[config.mk]
export PLATFORM = sky130hd
export DESIGN_NAME = hd44780_frame_writer
export DESIGN_NICKNAME = d
export VERILOG_FILES = /design/src/rtl/hd44780_frame_writer.sv
export SDC_FILE = /design/constraint.sdc
export NUM_CORES = 2
export LEC_CHECK = 0
export ABC_CLOCK_PERIOD_IN_PS = 75700
export CAP_MARGIN = 10
export CORE_MARGIN = 2
export CORE_UTILIZATION = 40
export CTS_CLUSTER_SIZE = 30
export DETAILED_ROUTE_END_ITERATION = 12
export SKIP_LAST_GASP = 1
export SLEW_MARGIN = 20
export SYNTH_ARGS = -nofsm -noshare
export SYNTH_HDL_FRONTEND = slang
export SYNTH_SLANG_ARGS = --single-unit
[constraint.sdc]
create_clock -name i_clk -period 75.7 [get_ports i_clk]
set_input_delay 15.14 -clock i_clk [delete_from_list [all_inputs] [get_ports i_clk]]
set_output_delay 15.14 -clock i_clk [all_outputs]
set_load 0.03 [all_outputs]
[src/rtl/hd44780_frame_writer.sv]
// hd44780_frame_writer
//   Frame sequencer for an HD44780 character LCD. Holds a ROWS x COLS
//   character buffer and, when i_start is pulsed, streams the optional init
//   command sequence, one DDRAM address command per row, and every buffered
//   character of that row. Bytes are handed to a bus-timing driver over a
//   valid/ready handshake. The driver owns all enable-pulse and wait timing.
//
// Ports
//   i_clk, i_rst        clock; asynchronous active-high reset
//   i_start, i_init     frame request pulse; init sequence select (with start)
//   i_wr_en/addr/bcd/data  buffer write port (addr = row*COLS+col)
//   o_valid, i_ready    byte handshake to the driver
//   o_rs, o_q           register select (0 cmd, 1 data) and byte
//   o_busy, o_done      frame in progress; 1-cycle end-of-frame pulse
module hd44780_frame_writer #(
  parameter int unsigned COLS     = 16,
  parameter int unsigned ROWS     = 2,
  parameter logic [7:0]  FUNC_SET = 8'h38,
  parameter int unsigned AW       = 7
) (
  input  logic          i_clk,
  input  logic          i_rst,
  input  logic          i_start,
  input  logic          i_init,
  input  logic          i_wr_en,
  input  logic [AW-1:0] i_wr_addr,
  input  logic          i_wr_bcd,
  input  logic [7:0]    i_wr_data,
  output logic          o_valid,
  input  logic          i_ready,
  output logic          o_rs,
  output logic [7:0]    o_q,
  output logic          o_busy,
  output logic          o_done
);

  // Buffer spans the full address space so any AW-bit index is in range;
  // only the first ROWS*COLS entries are ever written or read.
  localparam int unsigned DEPTH    = 1 << AW;
  localparam int unsigned NCHR     = ROWS * COLS;
  localparam logic [7:0]  COLS8    = 8'(COLS);
  localparam logic [5:0]  LAST_COL = 6'(COLS - 1);
  localparam logic [1:0]  LAST_ROW = 2'(ROWS - 1);

  typedef enum logic [2:0] {
    S_IDLE,
    S_INIT,
    S_ROWADDR,
    S_CHARS,
    S_DONE
  } state_e;

  state_e      state_q, state_d;
  logic        present_q, present_d;   // 0 = fetch cycle, 1 = byte presented
  logic [1:0]  idx_q, idx_d;           // init command index
  logic [1:0]  row_q, row_d;
  logic [5:0]  col_q, col_d;
  logic [7:0]  q_q, q_d;
  logic        rs_q, rs_d;

  logic [7:0]    mem_q [DEPTH];
  logic [7:0]    wr_byte;
  logic [AW-1:0] rd_addr;
  logic [7:0]    row_base;
  logic [7:0]    fetch_byte;

  // ---------------------------------------------------------------------
  // Character buffer
  // ---------------------------------------------------------------------
  always_comb begin
    wr_byte = i_wr_bcd ? {4'h3, i_wr_data[3:0]} : i_wr_data;
  end

  always_ff @(posedge i_clk or posedge i_rst) begin
    if (i_rst) begin
      for (int unsigned i = 0; i < DEPTH; i++) begin
        mem_q[i] <= 8'h20;
      end
    end else if (i_wr_en && (32'(i_wr_addr) < NCHR)) begin
      mem_q[i_wr_addr] <= wr_byte;
    end
  end

  // ---------------------------------------------------------------------
  // Byte selection for the current fetch
  // ---------------------------------------------------------------------
  always_comb begin
    rd_addr  = AW'(32'(row_q) * COLS + 32'(col_q));
    // Odd rows live at 0x40; rows 2/3 continue the first two lines at +COLS.
    row_base = (row_q[0] ? 8'h40 : 8'h00) + (row_q[1] ? COLS8 : 8'h00);
  end

  always_comb begin
    fetch_byte = 8'h00;
    case (state_q)
      S_INIT: begin
        case (idx_q)
          2'd0:    fetch_byte = FUNC_SET;
          2'd1:    fetch_byte = 8'h0C;
          2'd2:    fetch_byte = 8'h01;
          default: fetch_byte = 8'h06;
        endcase
      end
      S_ROWADDR: fetch_byte = 8'h80 | row_base;
      S_CHARS:   fetch_byte = mem_q[rd_addr];
      default:   fetch_byte = 8'h00;
    endcase
  end

  // ---------------------------------------------------------------------
  // Sequencer
  // ---------------------------------------------------------------------
  always_ff @(posedge i_clk or posedge i_rst) begin
    if (i_rst) begin
      state_q   <= S_IDLE;
      present_q <= 1'b0;
      idx_q     <= '0;
      row_q     <= '0;
      col_q     <= '0;
      q_q       <= '0;
      rs_q      <= 1'b0;
    end else begin
      state_q   <= state_d;
      present_q <= present_d;
      idx_q     <= idx_d;
      row_q     <= row_d;
      col_q     <= col_d;
      q_q       <= q_d;
      rs_q      <= rs_d;
    end
  end

  always_comb begin
    state_d   = state_q;
    present_d = present_q;
    idx_d     = idx_q;
    row_d     = row_q;
    col_d     = col_q;
    q_d       = q_q;
    rs_d      = rs_q;

    case (state_q)
      S_IDLE: begin
        if (i_start) begin
          state_d   = i_init ? S_INIT : S_ROWADDR;
          present_d = 1'b0;
          idx_d     = '0;
          row_d     = '0;
          col_d     = '0;
        end
      end

      S_INIT, S_ROWADDR, S_CHARS: begin
        if (!present_q) begin
          q_d       = fetch_byte;
          rs_d      = (state_q == S_CHARS);
          present_d = 1'b1;
        end else if (i_ready) begin
          // Dropping present gives the mandatory one-cycle gap (next fetch).
          present_d = 1'b0;
          case (state_q)
            S_INIT: begin
              if (idx_q == 2'd3) state_d = S_ROWADDR;
              else               idx_d   = idx_q + 2'd1;
            end
            S_ROWADDR: begin
              state_d = S_CHARS;
              col_d   = '0;
            end
            default: begin
              if (col_q == LAST_COL) begin
                if (row_q == LAST_ROW) begin
                  state_d = S_DONE;
                end else begin
                  row_d   = row_q + 2'd1;
                  state_d = S_ROWADDR;
                end
              end else begin
                col_d = col_q + 6'd1;
              end
            end
          endcase
        end
      end

      S_DONE:  state_d = S_IDLE;
      default: state_d = S_IDLE;
    endcase
  end

  always_comb begin
    o_valid = present_q;
    o_q     = q_q;
    o_rs    = rs_q;
    o_busy  = (state_q == S_INIT) || (state_q == S_ROWADDR) || (state_q == S_CHARS);
    o_done  = (state_q == S_DONE);
  end

endmodule

==> flow_results.org <==
** Run status
- The flow ran to the end, and the final reports show no timing, DRC or antenna violations.

** Global routing
- Entering global routing, the biggest net connects 207 pins.
- The via count of the first global-routing pass came to 21.82k.
- The initial antenna violation count came to 1.
- The first global-routing pass estimated 131700 um of wire.
- The total overflow left after global routing is 0.
- All-Layer GR Usage :: 15.85%

** Clock tree
- In this run, CTS created clock tree buffers numbering 104.
- Root Driver :: sky130_fd_sc_hd__clkbuf_16
- The clock reaches the later pin of the worst-skew pair after 0.67 ns.
- TritonCTS built the clock tree.
- Counting along the longest clock path gives a buffer depth of 3.
- Hold repair after CTS inserted 0 buffers.
- Post-CTS setup-driven buffer insertion count :: 0
- Htree depth :: 3
- CTS saw 1047 sinks.
- Clock-pin slew was measured on the worst setup and hold paths at 0.06 ns.
- Once the clock tree was built, the resizer swapped 0 gates to a different size.

** Run
- Total of max-cap violations :: 0

** Pwr
- PD cells :: 28.61 nW/um^2
- Cell internal power was estimated by the tool at 0.9237 mW.
- Worst VDD drop :: 0.02434 mV
- The analysis attributes to cell leakage a power of 19.61 nW.
- Part of the total power dissipated in the clock network :: 40.4%
- Logic gate share of total power :: 13.2%
- Registers are responsible for 46.4% of the overall power.
- Switching power :: 0.3327 mW
- Switch share :: 26.48%

** Worst hold path
- Counting instances, the worst hold path has a depth of 0.
- Startpoint of the most critical hold path :: mem_q[117]$_DFFE_PP1P_
- Worst min-delay path class :: reg -> reg
- The path with the worst hold slack has its endpoint at mem_q[117]$_DFFE_PP1P_.

** Floorplanning
- The floorplan step defined a die boundary enclosing 107100 sq um.
- DIE HEIGHT :: 327.3 um
- Total core area :: 103600 sq um
- Measured along the x axis, the die boundary spans 327.3 um.
- The initialized floorplan defines 118 standard-cell rows.
- Pin placement for this block handled 34 I/O pins.
- Once the floorplan was initialized, standard cells occupied 40.33% of the core.

** Cells and area
- Area delta synth->final :: 5.065%
- Layout Nets :: 2432
- The finished layout holds 3873 standard cells, fillers aside.
- The repair_antennas step left the layout with diodes totalling 0.
- The filler cells instantiated in the layout total 9141.
- Layout cell share with drive strength beyond 1 :: 28.28%

** Detailed routing
- Before antenna repair, the detailed router went through 5 iterations.
- Via count :: 19.54k
- Routed wire length per instance :: 21.14 um
- After detailed routing, the number of vias per cell comes to 5.044.
- After detailed routing, the total wire length is 81860 um.
- The first routing iteration left 1494 violations.
- Once detail routing completed, the nets flagged for antenna violations numbered 0.
- Final routed DRC violation total :: 0

** Synth
- Cell type with the largest total area after synthesis :: sky130_fd_sc_hd__dfrtp_1
- Synth warnings :: 0
- Ranked by total cell area, the synthesized netlist is headed by sky130_fd_sc_hd__dfrtp_1, sky130_fd_sc_hd__mux4_2, sky130_fd_sc_hd__dfstp_2, sky130_fd_sc_hd__clkbuf_1, sky130_fd_sc_hd__mux2_2.
- In the synthesized netlist the async set-or-reset flop fraction comes to 100.0%.
- The number of different library cells used by synthesis comes to 79.
- Syn Inst Count :: 3143
- After synthesis, the largest area contributor takes up 55.02% of total cell area.
- Syn Nets :: 3174
- By count the netlist is led by sky130_fd_sc_hd__dfrtp_1, sky130_fd_sc_hd__clkbuf_1, sky130_fd_sc_hd__mux4_2.
- Count of flip-flops with a built-in enable after synthesis :: 0
- Flops & latches, synth :: 1047
- Sequential cells were found to cover 63.07% of the synthesized design area.
- The most used flip-flop cell after synthesis is sky130_fd_sc_hd__dfrtp_1.
- In the post-synthesis netlist, the cell with the most instances is sky130_fd_sc_hd__dfrtp_1.
- After synthesis the cells add up to 41800 sq um.
- After synthesis, the mean cell area works out to 13.30 sq um.

** STA
- The worst path uses 23.82% of the clock period.
- Final Hold Vio Count :: 0
- Headroom to the max-slew limit :: 28.69%
- Subtracting the final worst setup slack from the clock period gives 18.03 ns.
- Timing-limited maximum frequency :: 55.45 MHz
- Endpoints failing setup :: 0
- Max-slew violation count :: 0
- At the pin with the least slew margin, the transition time is 1.067 ns.
- Fin Setup TNS :: 0 ns
- Setup repair after global routing missed its margin :: no
- On the final layout, the worst clock skew is 0.02231 ns.

** Critical path
- Worst R2R End :: o_q[1]$_DFFE_PP0P_
- Together, buffers and inverters on the worst path number 1.
- Across all register-to-register paths, the minimum setup slack is 70.55 ns.
- The setup path with the least slack is of type reg -> out.
- Grouping stages by cell kind, the critical path spends the most delay in buffers and inverters.
- The signal on the critical path passes through nor2_1 > nor2_1 > clkdlybuf4s50_1.
- For the worst flop-to-flop path, the logic depth is 10.
- Most used cell along the critical path :: sky130_fd_sc_hd__nor2_1
- For the worst setup path, the data arrival time is 2.89 ns.
- STA puts the critical path data required time at 60.56 ns.
- In this run the critical register-to-register path is launched from col_q[0]$_DFFE_PP0P_.
- Crit path max fanout :: 22
- On the worst path, the slowest cell contributes a delay of 0.76 ns.
- STA classifies the critical path startpoint as a flop.
- The worst setup path is captured at a primary output.
- For this design, the slowest cell found on the critical path is sky130_fd_sc_hd__clkdlybuf4s50_1.

** Placed design
- Placer congestion estimate :: 0.8112
- Half-perimeter wire length of the detailed placement result :: 51450 um
- Instance count after placement with tap cells included :: 3672
- Port Buf Inserts :: 33
-- cell families (layout without fill, tap and decap cells) --
kind of cell	count (synthesis)	in the layout	share of synthesized area (%)
buf+inv	937	287	9.214
flops	1047	1047	63.07
simple gates	403	403	4.305
fa+ha+maj	9	9	0.2874
mux	451	451	18.81
compound gates	296	296	4.317
-- stage by stage --
| step | area (sq um) | utilization [%] | worst slack (ns) | total power, mW | hold WS [ns] |
|---|---|---|---|---|---|
| 2_1_floorplan | 41800 | - | 31.30 | 0.7092 | 0.4210 |
| 4_1_cts | 43830 | 42.28 | 57.62 | 1.272 | 0.3653 |
| 6_report | 43910 | 42.37 | 57.67 | 1.256 | 0.3635 |
| 3_5_place_dp | 40420 | 39.00 | 57.33 | 0.7597 | 0.3568 |
| 5_1_grt | 43910 | 42.37 | 57.54 | 1.311 | 0.3682 |
| 3_3_place_gp | 40410 | 38.99 | 57.50 | 0.7561 | 0.3558 |
-- placed cells by master, fill, tap and decap left out, types with 41 or more instances in the layout --
| master | netlist | layout |
|---|---|---|
| sky130_fd_sc_hd__clkbuf_1 | 846 | 41 |
| sky130_fd_sc_hd__clkbuf_16 | 0 | 105 |
| sky130_fd_sc_hd__dfrtp_1 | 919 | 915 |
| sky130_fd_sc_hd__dfstp_2 | 128 | 128 |
| sky130_fd_sc_hd__mux2_2 | 123 | 123 |
| sky130_fd_sc_hd__mux2i_1 | 76 | 76 |
| sky130_fd_sc_hd__mux4_2 | 237 | 237 |
| sky130_fd_sc_hd__nand2_1 | 222 | 222 |
| sky130_fd_sc_hd__nor2_1 | 68 | 66 |
| sky130_fd_sc_hd__o21ai_0 | 149 | 149 |
-- flip-flops by register name, indices dropped and copies added, names as in the netlist --
| name | count |
|---|---|
| row_q | 2 |
| o_q | 8 |
| idx_q | 2 |
| mem_q | 1024 |
| col_q | 6 |
| o_valid | 1 |
| state_q | 3 |
| o_rs | 1 |
-- power by group through the flow --
stage / registers, mW / logic [mW] / clock network [mW]
after floorplan: 0.587 / 0.122 / 0
after global placement: 0.592 / 0.164 / 0
after detailed placement: 0.592 / 0.167 / 0
after CTS: 0.582 / 0.167 / 0.523
after global routing: 0.584 / 0.180 / 0.547
final: 0.582 / 0.166 / 0.508
-- worst max path at each step --
stage / depth (start not counted) / to / start / slack [ns]
2_1_floorplan: 1 / col_q[0]$_DFFE_PP0P_ / i_rst / 31.30
3_3_place_gp: 4 / mem_q[931]$_DFFE_PP0P_ / i_rst / 57.50
3_5_place_dp: 4 / mem_q[931]$_DFFE_PP0P_ / i_rst / 57.33
4_1_cts: 3 / o_busy / state_q[0]$_DFFE_PP0P_ / 57.62
5_1_grt: 3 / o_busy / state_q[0]$_DFFE_PP0P_ / 57.54
6_report: 3 / o_busy / state_q[0]$_DFFE_PP0P_ / 57.67
-- per-layer routing --
layer  track usage (%)  routed length [um]  vias up
met5                 0                  13        -
met4             4.428                2066        2
met3             3.137                4328      143
met2             24.39               38230      461
met1             23.06               37220    10140
li1                  -                   -     8791
-- final cells by class --
cell class                 count  area, sq um  share of cell area, %
clock inverter                37        421.7                 0.9602
inverter                      16        67.56                 0.1539
clock buffer                 161         2988                  6.804
sequential                  1047        26380                  60.06
tap                         1380         1727                  3.932
multi-input combinational   1159        11600                  26.42
timing repair buffer          73        734.5                  1.672
Note: power is estimated with default switching activity, not from simulation.
